File: src/rtl/hdu_pipe_pkg.sv
// Shared CPU pipeline definitions: hazard FSM states and operand forward-select codes.
package hdu_pipe_pkg;

  typedef enum logic {
    StIdle,
    StHold
  } hdu_state_e;

  localparam logic [1:0] FWD_RF    = 2'b00;
  localparam logic [1:0] FWD_EXMEM = 2'b01;
  localparam logic [1:0] FWD_MEMWB = 2'b10;

  // Remaining-stall counter width; covers LOAD_LAT-1 for LOAD_LAT up to 4.
  localparam int unsigned HOLD_CNT_W = 2;

endpackage

File: src/rtl/hdu_pipe_fwd_sel.sv
// Operand bypass select for one EX source register; the younger EX/MEM result wins.
module fwd_sel
  import hdu_pipe_pkg::*;
#(
  parameter int unsigned REG_W  = 5,
  parameter bit          ENABLE = 1'b1
) (
  input  logic [REG_W-1:0] rs_i,
  input  logic [REG_W-1:0] exmem_rd_i,
  input  logic             exmem_we_i,
  input  logic [REG_W-1:0] memwb_rd_i,
  input  logic             memwb_we_i,
  output logic [1:0]       sel_o
);

  logic exmem_hit;
  logic memwb_hit;

  assign exmem_hit = exmem_we_i && (exmem_rd_i != '0) && (exmem_rd_i == rs_i);
  assign memwb_hit = memwb_we_i && (memwb_rd_i != '0) && (memwb_rd_i == rs_i);

  always_comb begin
    sel_o = FWD_RF;
    if (ENABLE) begin
      if (exmem_hit) begin
        sel_o = FWD_EXMEM;
      end else if (memwb_hit) begin
        sel_o = FWD_MEMWB;
      end
    end
  end

endmodule

File: src/rtl/hdu_pipe.sv
// Hazard detection unit: operand forwarding selects, load-use / RAW stall FSM, branch flush
// control and saturating stall/flush performance counters.
module hdu_pipe
  import hdu_pipe_pkg::*;
#(
  parameter int unsigned FORWARDING_ON = 1,
  parameter int unsigned REG_W         = 5,
  parameter int unsigned LOAD_LAT      = 1,
  parameter int unsigned CNT_W         = 32
) (
  input  logic             clk,
  input  logic             rst,
  input  logic [REG_W-1:0] id_rs1,
  input  logic [REG_W-1:0] id_rs2,
  input  logic             id_use_rs2,
  input  logic [REG_W-1:0] idex_rs1,
  input  logic [REG_W-1:0] idex_rs2,
  input  logic [REG_W-1:0] idex_rd,
  input  logic             idex_memRead,
  input  logic             idex_regWrite,
  input  logic [REG_W-1:0] exmem_rd,
  input  logic             exmem_regWrite,
  input  logic [REG_W-1:0] memwb_rd,
  input  logic             memwb_regWrite,
  input  logic             br_taken,
  output logic [1:0]       forwA,
  output logic [1:0]       forwB,
  output logic             stall,
  output logic             flush_ifid,
  output logic             flush_idex,
  output logic [CNT_W-1:0] stall_cnt,
  output logic [CNT_W-1:0] flush_cnt
);

  localparam bit FwdEn = (FORWARDING_ON != 0);
  localparam logic [HOLD_CNT_W-1:0] HoldLoad = HOLD_CNT_W'(LOAD_LAT - 1);

  hdu_state_e            state_q, state_d;
  logic [HOLD_CNT_W-1:0] hold_q, hold_d;
  logic [CNT_W-1:0]      stall_cnt_q, stall_cnt_d;
  logic [CNT_W-1:0]      flush_cnt_q, flush_cnt_d;

  fwd_sel #(
    .REG_W  (REG_W),
    .ENABLE (FwdEn)
  ) u_fwd_a (
    .rs_i       (idex_rs1),
    .exmem_rd_i (exmem_rd),
    .exmem_we_i (exmem_regWrite),
    .memwb_rd_i (memwb_rd),
    .memwb_we_i (memwb_regWrite),
    .sel_o      (forwA)
  );

  fwd_sel #(
    .REG_W  (REG_W),
    .ENABLE (FwdEn)
  ) u_fwd_b (
    .rs_i       (idex_rs2),
    .exmem_rd_i (exmem_rd),
    .exmem_we_i (exmem_regWrite),
    .memwb_rd_i (memwb_rd),
    .memwb_we_i (memwb_regWrite),
    .sel_o      (forwB)
  );

  // A producer rd is "used" when it is non-zero and names a source the ID instruction reads.
  logic idex_used, exmem_used, memwb_used;
  logic hit;

  assign idex_used  = (idex_rd != '0) &&
                      ((idex_rd == id_rs1) || (id_use_rs2 && (idex_rd == id_rs2)));
  assign exmem_used = (exmem_rd != '0) &&
                      ((exmem_rd == id_rs1) || (id_use_rs2 && (exmem_rd == id_rs2)));
  assign memwb_used = (memwb_rd != '0) &&
                      ((memwb_rd == id_rs1) || (id_use_rs2 && (memwb_rd == id_rs2)));

  assign hit = FwdEn ? (idex_memRead && idex_used)
                     : ((idex_regWrite && idex_used) || (exmem_regWrite && exmem_used) ||
                        (memwb_regWrite && memwb_used));

  always_comb begin
    state_d    = state_q;
    hold_d     = hold_q;
    stall      = 1'b0;
    flush_ifid = 1'b0;
    flush_idex = 1'b0;
    if (br_taken) begin
      flush_ifid = 1'b1;
      flush_idex = 1'b1;
      state_d    = StIdle;
      hold_d     = '0;
    end else begin
      unique case (state_q)
        StIdle: begin
          if (hit) begin
            stall      = 1'b1;
            flush_idex = 1'b1;
            if (LOAD_LAT > 1) begin
              state_d = StHold;
              hold_d  = HoldLoad;
            end
          end
        end
        StHold: begin
          stall      = 1'b1;
          flush_idex = 1'b1;
          hold_d     = hold_q - 1'b1;
          if (hold_q == HOLD_CNT_W'(1)) begin
            state_d = StIdle;
          end
        end
        default: begin
          state_d = StIdle;
          hold_d  = '0;
        end
      endcase
    end
  end

  always_comb begin
    stall_cnt_d = stall_cnt_q;
    flush_cnt_d = flush_cnt_q;
    if (stall && (stall_cnt_q != '1)) begin
      stall_cnt_d = stall_cnt_q + 1'b1;
    end
    if (br_taken && (flush_cnt_q != '1)) begin
      flush_cnt_d = flush_cnt_q + 1'b1;
    end
  end

  always_ff @(posedge clk or posedge rst) begin
    if (rst) begin
      state_q     <= StIdle;
      hold_q      <= '0;
      stall_cnt_q <= '0;
      flush_cnt_q <= '0;
    end else begin
      state_q     <= state_d;
      hold_q      <= hold_d;
      stall_cnt_q <= stall_cnt_d;
      flush_cnt_q <= flush_cnt_d;
    end
  end

  assign stall_cnt = stall_cnt_q;
  assign flush_cnt = flush_cnt_q;

endmodule

File: config.mk
export PLATFORM = sky130hd
export DESIGN_NAME = hdu_pipe
export DESIGN_NICKNAME = d
export VERILOG_FILES = /design/src/rtl/hdu_pipe_pkg.sv /design/src/rtl/hdu_pipe_fwd_sel.sv /design/src/rtl/hdu_pipe.sv
export SDC_FILE = /design/constraint.sdc
export NUM_CORES = 1
export LEC_CHECK = 0
export ABC_AREA = 1
export CAP_MARGIN = 40
export CORE_MARGIN = 8
export CORE_UTILIZATION = 46
export CTS_CLUSTER_SIZE = 14
export DETAILED_ROUTE_END_ITERATION = 8
export GPL_TIMING_DRIVEN = 1
export PLACE_DENSITY_LB_ADDON = 0.15
export SLEW_MARGIN = 20
export SYNTH_ARGS = -nofsm -noshare
export SYNTH_HDL_FRONTEND = slang
export SYNTH_SLANG_ARGS = --single-unit
File: constraint.sdc
create_clock -name clk -period 1.8 [get_ports clk]
set_input_delay 0.18 -clock clk [delete_from_list [all_inputs] [get_ports clk]]
set_output_delay 0.18 -clock clk [all_outputs]
set_load 0.05 [all_outputs]
## After elaboration in Yosys (flattened, before gate mapping)

Index checks and enable logic that the tools add are counted.

| storage, ports and cells | value |
|---|---|
| input port bits | 43 |
| register bits after elaboration | 67 |
| logic and storage cells | 47 |

| cells by class | value |
|---|---|
| reductions and logical operators | 16 |
| equal/unequal tests | 9 |
| bitwise logic cells | 1 |
| multiplexer cells | 14 |
| add/subtract/negate cells | 3 |

Operator list:

| operator | count |
|---|---|
| $add A32 B1 Y32 const B | 2 |
| $ne A32 B32 Y1 const B | 2 |
| $eq A5 B5 Y1 | 6 |
| $reduce_bool A5 Y1 | 3 |
| $mux W2 | 6 |
| $logic_and A1 B1 Y1 | 11 |
| $mux W1 | 7 |
| $eq A2 B1 Y1 const B | 1 |
| $pmux W1 S2 | 1 |
| $reduce_bool A2 Y1 | 1 |
| $sub A2 B1 Y2 const B | 1 |
| $logic_or A1 B1 Y1 | 1 |
| $not A1 Y1 | 1 |

## Depth between registers and ports, before layout

Gate-level depths: netlist of the first run.

| logic depth | value |
|---|---|
| depth after elaboration | 9 |
| mapped depth | 13 |

## Modules after synthesis

From an unflattened synthesis of the first run, not the netlist that was laid out.

| unflattened totals | value |
|---|---|
| cells, all modules | 782 |
| area total of the unflattened synthesis | 5029.8 um^2 |

Modules (own cells, without submodules):

| module | area each (um^2) | cells each | instances |
|---|---|---|---|
| hdu_pipe | 4586.9 | 680 | 1 |
| fwd_sel | 221.5 | 51 | 2 |

## Worst setup path after synthesis of the first run

Ideal clock, no wire load.

| timing | value |
|---|---|
| path type | register to register |
| start point | register flush_cnt_q[1], in the netlist flush_cnt[1] |
| end point | register flush_cnt_q[3], in the netlist flush_cnt[3] |
| path buffers | 1 |
| slack | -0.224 ns |
| data arrival time | 1.879 ns |
| library setup time | 0.145 ns |
| data required time | 1.655 ns |
| period minus slack after synthesis | 2.024 ns |
| stages on the path, launching flop included | 11 |
| cell sequence | dfrtp_1 > ha_1 > inv_1 > nor2_2 > nand2_1 > nor2_4 > nand2_2 > nand2_4 > buf_6 > nor2_1 > xor2_1 |

| on the way | value |
|---|---|
| cells in the longest elaborated chain, start to end | 2 |

RTL lines:

| element | line | RTL |
|---|---|---|
| from (decl) | hdu_pipe.sv:41 | `logic [CNT_W-1:0] flush_cnt_q, flush_cnt_d;` |
| from (signal assigned) | hdu_pipe.sv:142 | `flush_cnt_q <= flush_cnt_d;` |
| branches (longest 2 deep; another with $add A32 B1 Y32) | -- |  |

Parallel ways; which one is timed is not known.
A chain may end at the register's enable or synchronous reset.

## Worst setup path after layout of the first run

| timing | value |
|---|---|
| start point | register flush_cnt_q[1], in the netlist flush_cnt[1] |
| end point | output port flush_cnt[1] |

RTL lines:

| element | line | RTL |
|---|---|---|
| to (decl) | hdu_pipe.sv:32 | `output logic [CNT_W-1:0] flush_cnt` |

No word-level cell between the ends.

==> results of run 1 <==
-- per-stage QoR --
| stage | instance area (sq um) | util | std cells | setup TNS, ns |
|---|---|---|---|---|
| 6_report | 6800 | 0.658 | 1035 | 0 |
| 5_1_grt | 6800 | 0.658 | 1035 | 0 |
| 4_1_cts | 6670 | 0.646 | 1033 | 0 |
| 3_5_place_dp | 6500 | 0.629 | 1017 | -1.97 |
| 3_3_place_gp | 6500 | 0.629 | 1017 | -1.38 |
| 2_1_floorplan | 4940 | - | 739 | 0 |
-- power groups by stage --
stage / logic, W / registers [W] / clock network [W]
6_report: 0.00132 / 0.00179 / 0.00114
3_3_place_gp: 0.00128 / 0.00180 / 0
3_5_place_dp: 0.00131 / 0.00181 / 0
5_1_grt: 0.00143 / 0.00180 / 0.00123
2_1_floorplan: 0.000409 / 0.00216 / 0
4_1_cts: 0.00132 / 0.00178 / 0.00116
-- area by class of cell --
cell class                 instances  share of cell area
multi-input combinational        599               0.439
sequential                        67               0.250
timing repair buffer             164               0.230
inverter                          53              0.0317
tap                              136              0.0250
clock buffer                      13              0.0219
clock inverter                     3             0.00221
-- registers in the layout, summed over array words and instances, names as in the netlist --
name and flops:
stall_cnt 32, flush_cnt 32, hold_q 2, state_q 1
-- metal layers --
metal	wire [um]	part of all wire	track usage	up-vias
li1	-	-	-	2651
met1	6670	0.43	0.267	2483
met2	7530	0.49	0.367	162
met3	858	0.056	0.0420	31
met4	363	0.024	0.0798	0
met5	0	0	0	-
-- cells in the final DEF (no fill, tap or decap) --
cell,synthesis,layout
nand2_1,311,309
nor2_1,100,93
buf_4,7,89
dfrtp_1,67,48
inv_1,49,46
clkdlybuf4s50_1,0,43
nand4_1,41,41
xor2_1,38,38
nand3_1,22,22
xnor2_1,20,20
dfrtp_2,0,19
nand3b_1,17,17
nor3_1,16,14
buf_12,0,12
nor2_2,5,11
dlymetal6s2s_1,0,11
clkbuf_8,0,10
dlygate4sd2_1,0,7
nand2_2,4,6
o21ai_1,6,6
inv_2,3,5
o21ai_0,5,4
nor2_4,2,3
clkinv_2,0,3
clkbuf_1,0,3
nand3_2,3,2
nor3_2,0,2
ha_4,0,2
buf_6,3,2
and2_1,1,1
nand3_4,0,1
nor3_4,1,1
nand2_8,0,1
clkinv_8,0,1
a21oi_2,0,1
o21ai_2,0,1
nor4_4,0,1
nor4_2,0,1
clkinvlp_4,0,1
ha_1,3,1
-- final timing paths --
| check | slack, ns | depth (start not counted) | start | end |
|---|---|---|---|---|
| worst max register to register | 0.10 | 10 | flush_cnt[1] | flush_cnt[5] |
| worst min register to register | 0.48 | 2 | hold_q[1] | hold_q[1] |
| min in group clk | 0.48 | 2 | hold_q[1] | hold_q[1] |
| worst min-delay path | 0.27 | 3 | rst | stall_cnt[1] |
| worst max-delay path | 0.03 | 1 | flush_cnt[1] | flush_cnt[1] |
| max in group asynchronous | 1.21 | 3 | rst | stall_cnt[9] |
-- cell usage after synthesis (all sizes together) --
library cell	number	area [sq um]
nor3	17	96.4
dfrtp	67	1680
nand4	41	257
nand3	25	140
xnor2	20	175
o21ai	11	55.1
buf	20	133
nor4	2	12.5
and2	1	6.26
inv	53	201
xor2	38	333
nor2	107	429
a21oi	1	5.00
nand3b	17	128
ha	3	37.5
nand2	316	1200
-- logic make-up after synthesis --
family | after synthesis
AOI/OAI and AO/OA | 12
buffers and inverters | 73
xor gates and xnor gates | 58
and+or+nand+nor | 526
DFF | 67
adders and majority gates | 3
-- what timing repair did --
item | 4_1_cts | 5_1_grt
pin swaps | 0 | 7
resized for setup | 13 | 35
hold endpoints to repair | 0 | 0
cloned | 0 | 0
buffers inserted | 0 | 2
endpoints found under the setup margin | 12 | 48
==> results.ini, run 1 <==
[sta]
hold_slack_ns = 0.272
slew_headroom = 0.655
timing.final.crit_share = 0.985
setup_viol = 0
fmax_mhz = 564
slew_violations = 0
fin_ws_ns = 0.0273
period_minus_slack_ns = 1.77
worst_slew_pin_slew_ns = 0.517
rsz0062_at_grt = false
final_hold_viol_count = 0
skew_ns = 0.0101

[global_routing]
grt_max_degree = 68
grt_overflow = 0
grt_pass1_vias = 5238
grt_pass1_wl_mm = 25.3
grt_usage = 0.216
antenna_found_initial = 0

[min_path]
hold_path_class = input pin to async pin

[logic_synthesis]
syn_area_sq_mm = 0.00489
synthDistinctLibCells = 28
muxShareOfSynthArea = 0
netlist_instances = 739
synth_compound_area_frac = 0.0123
ys_warn_count = 0
syn-num-nets = 785
avgSynthCellArea_sq_um = 6.61
synth_top_family_by_area = simple AND/OR/NAND/NOR gates
synthSimpleGateAreaFrac = 0.465
ys_seq_elements = 67
synth_fa_ha_area_frac = 0.00768
ys_seq_area_frac = 0.343
yosys.area_share.xor_xnor = 0.104

[clock_network]
htreeDepth = 3
clkTransAtPathRegs_ns = 0.07
cts_hold_buf = 0
clockRootBuffer = clkbuf_8
insertion_delay_ns = 0.36
clockBufferDepth = 2
numCtsBuffers = 9
cts_tree = done
clkSinkCount = 67

[finish]
antenna_cells = 0
multiInputGateArea_sq_mm = 0.00299
post_route_cells_drive_above_1_share = 0.195
fillers = 933
area_growth_pct = 39.0
nets = 940
seqCellArea_sq_mm = 0.00170

[floorplanning]
fp-row-count = 37
die_h_um = 119
die_x_um = 119
dieArea_sq_mm = 0.0142
io-pin-count = 114
design.core.area_sq_mm = 0.0103
start_util = 0.474

[worst_setup_path]
crit_slowest_cell = clkdlybuf4s50_1
critPathTopFamily = buffers and inverters
path_cells = clkdlybuf4s50_1
end_kind = output port
cp_num_buf_inv = 1
worstSetupStartpointType = register
cp.arrival_ns = 1.59
critical-path-max-stage-delay_ns = 0.83
worstSetupPathType = register to output port
required_ns = 1.62
cp_max_fo = 5

[drt]
ant_nets = 0
num_vias = 5327
vias_per_cell = 5.15
wl_per_cell_um = 14.9
route.detailed.drc = 0
wl_mm = 15.4
drt-pass1-iter-count = 4
drt_iter0_drc = 384

[run]
drv_cap = 0

[status]
outcome = finished, final reports clean

[power_and_ir_drop]
p_sw_frac = 0.373
p_comb_frac = 0.312
switchingPower_w = 0.00158
seqPwrFrac = 0.421
total_power_w = 0.00425
p_per_area_mw_per_mm2 = 625
clockPowerShare = 0.268
internal_power_w = 0.00266
leakagePower_nw = 3.33
ir_drop_v = 0.000365

[placement]
dp_slack_ns = -0.0834
gp_congestion = 0.953
dp_hpwl_mm = 11.8
port_buffers = 112

No activity file was read; power rests on OpenSTA's default activity.
==> inputs of run 2 (changes only) <==
--- a/config.mk
+++ b/config.mk
@@ -5,10 +5,9 @@
 export SDC_FILE = /design/constraint.sdc
 export NUM_CORES = 1
 export LEC_CHECK = 0
-export ABC_AREA = 1
 export CAP_MARGIN = 40
 export CORE_MARGIN = 8
-export CORE_UTILIZATION = 46
+export CORE_UTILIZATION = 43
 export CTS_CLUSTER_SIZE = 14
 export DETAILED_ROUTE_END_ITERATION = 8
 export GPL_TIMING_DRIVEN = 1
==> results.ini, run 2 <==
[status]
outcome = complete, but fails checks
violations = setup timing

[logic_synthesis]
synth_top_area_frac = 0.444
async_flop_share = 1.00
synthDistinctLibCells = 52
ys_seq_area_frac = 0.444
ys_warn_count = 0
syn-num-nets = 405
yosysMostFrequentCell = dfrtp_1
netlist_instances = 359
synth_top_cells_by_count = 67 x dfrtp_1, 47 x xor2_1, 44 x xnor2_1
synthTopCellsByArea = dfrtp_1 44%, xor2_1 11%, xnor2_1 10%
synth_edf_count = 0
ys_seq_elements = 67
synth_flop_cell = dfrtp_1
syn_area_sq_mm = 0.00378
avgSynthCellArea_sq_um = 10.5
yosys.area.top_type = dfrtp_1

[placement]
detailed_place.area_sq_mm = 0.00599
gp_congestion = 0.870
dp_slack_ns = -0.462
port_buffers = 112
dp_cells = 672
dp_hpwl_mm = 8.50

[global_routing]
grt_pass1_vias = 3730
grt_max_degree = 68
grt_usage = 0.185
grt_pass1_wl_mm = 17.8
grt_overflow = 0
antenna_found_initial = 0

[sta]
rsz0062_at_grt = true
slew_violations = 0
timing.final.crit_share = 1.03
setup_viol = 10
skew_ns = 0.0114
fin_ws_ns = -0.0610
hold_slack_ns = 0.254
slew_headroom = 0.646
period_minus_slack_ns = 1.86
worst_slew_pin_slew_ns = 0.534
fmax_mhz = 537
final_hold_viol_count = 0

[drt]
wl_per_cell_um = 16.5
drt-pass1-iter-count = 4
vias_per_cell = 5.14
route.detailed.drc = 0
ant_nets = 0
num_vias = 3601
drt_iter0_drc = 118
wl_mm = 11.5

[floorplanning]
fp-row-count = 34
design.core.area_sq_mm = 0.00864
die_x_um = 110
io-pin-count = 114
start_util = 0.438
die_h_um = 110
dieArea_sq_mm = 0.0120

[clock_network]
clockBufferDepth = 2
cts_tree = done
clockRootBuffer = clkbuf_8
numCtsBuffers = 9
clkTransAtPathRegs_ns = 0.08
htreeDepth = 3
clkSinkCount = 67
insertion_delay_ns = 0.35

[worst_setup_path]
worstSetupStartpointType = input pin
cp.arrival_ns = 1.68
path_cells = buf_6, or4_4, o21ai_2, buf_4, nor4_4, buf_4, nor4_4, buf_12
required_ns = 1.62
cp_max_fo = 2
end_kind = output port
crit_slowest_cell = or4_4
critical-path-max-stage-delay_ns = 0.53
worstSetupPathType = input pin to output port

[min_path]
hold_path_class = input pin to async pin

[power_and_ir_drop]
ir_drop_v = 0.000626
leakagePower_nw = 3.13
p_per_area_mw_per_mm2 = 647

[finish]
antenna_cells = 0
final_cell_mix = 138 x buf_4, 59 x dfrtp_2, 44 x xor2_1
finalInstanceArea_sq_mm = 0.00649
area_growth_pct = 71.7
seqCellArea_sq_mm = 0.00175
nets = 634
final_cells = 701
fillers = 615
post_route_cells_drive_above_1_share = 0.533
final_common_cell = buf_4
fin_util = 0.752
multiInputGateArea_sq_mm = 0.00242

[run]
drv_cap = 0

[run 2: changes by cell type after synthesis, moves of 5 or more]
cell / previous run / this run
nand2_1: 311 / 27
nor2_1: 100 / 18
inv_1: 49 / 4
xnor2_1: 20 / 44
nand4_1: 41 / 22
nand3b_1: 17 / 1
xor2_1: 38 / 47
and3_1: 0 / 7
nor4_1: 2 / 9
o21ai_1: 6 / 0
nand3_1: 22 / 27
nor2_2: 5 / 0
[run 2: layout make-up]
| class | instances | area share |
|---|---|---|
| Sequential cell | 67 | 0.270 |
| Tap cell | 108 | 0.0208 |
| Clock inverter | 4 | 0.00405 |
| Inverter | 4 | 0.00289 |
| Timing Repair Buffer | 228 | 0.307 |
| Clock buffer | 12 | 0.0224 |
| Multi-Input combinational cell | 278 | 0.373 |
[run 2: report_power, final]
group | total (W) | internal, W | switching (W)
combinational | 0.00135 | 0.000583 | 0.000766
sequential | 0.00170 | 0.00162 | 0.0000820
clock | 0.00115 | 0.000537 | 0.000615
total | 0.00420 | 0.00274 | 0.00146
[run 2: layer usage]
metal,GRT usage,share of wire,routed length (um),vias to the layer above
met5,0,0,0,-
met4,0.0579,0.010,119,0
met3,0.0387,0.049,562,11
met2,0.325,0.53,6100,77
met1,0.222,0.41,4750,1778
li1,-,-,-,1735
[run 2: kinds of logic (layout without fill, tap and decap cells)]
family,count (synthesis),after routing,share of synthesized area
muxes,4,4,0.0126
buffers and inverters,14,248,0.0192
xor gates and xnor gates,91,91,0.211
AOI/OAI and AO/OA,12,12,0.0281
adders and majority gates,3,3,0.00993
DFF,67,67,0.444
and+or+nand+nor,168,168,0.276
[run 2: worst paths after layout]
path / startpoint / endpoint / slack (ns) / depth (start not counted)
worst max-delay path: exmem_rd[4] / forwA[1] / -0.06 / 8
max in group asynchronous: rst / flush_cnt[31] / 1.20 / 3
min in group clk: stall_cnt[5] / stall_cnt[5] / 0.48 / 1
worst min register to register: stall_cnt[5] / stall_cnt[5] / 0.48 / 1
worst max register to register: stall_cnt[1] / stall_cnt[9] / -0.06 / 8
worst min-delay path: rst / flush_cnt[12] / 0.25 / 3
[run 2: critical path, delay by kind of cell]
family	cells	cell delay [ns]
AO/OA/AOI/OAI	1	0.18
buffers and inverters	4	0.56
AND/OR/NAND/NOR	3	0.77
[run 2: stage by stage]
step,setup TNS [ns],total power [W]
after floorplan,-1.83,0.00244
after global placement,-11.02,0.00304
after detailed placement,-13.39,0.00308
after CTS,-0.293,0.00420
after global routing,-2.43,0.00440
final,-0.245,0.00420
[run 2: repair_timing]
action | 4_1_cts | 5_1_grt
endpoints found under the setup margin | 51 | 56
buffers inserted | 3 | 12
pin swaps | 13 | 33
hold buffers | 0 | 0
gates resized for setup | 92 | 44
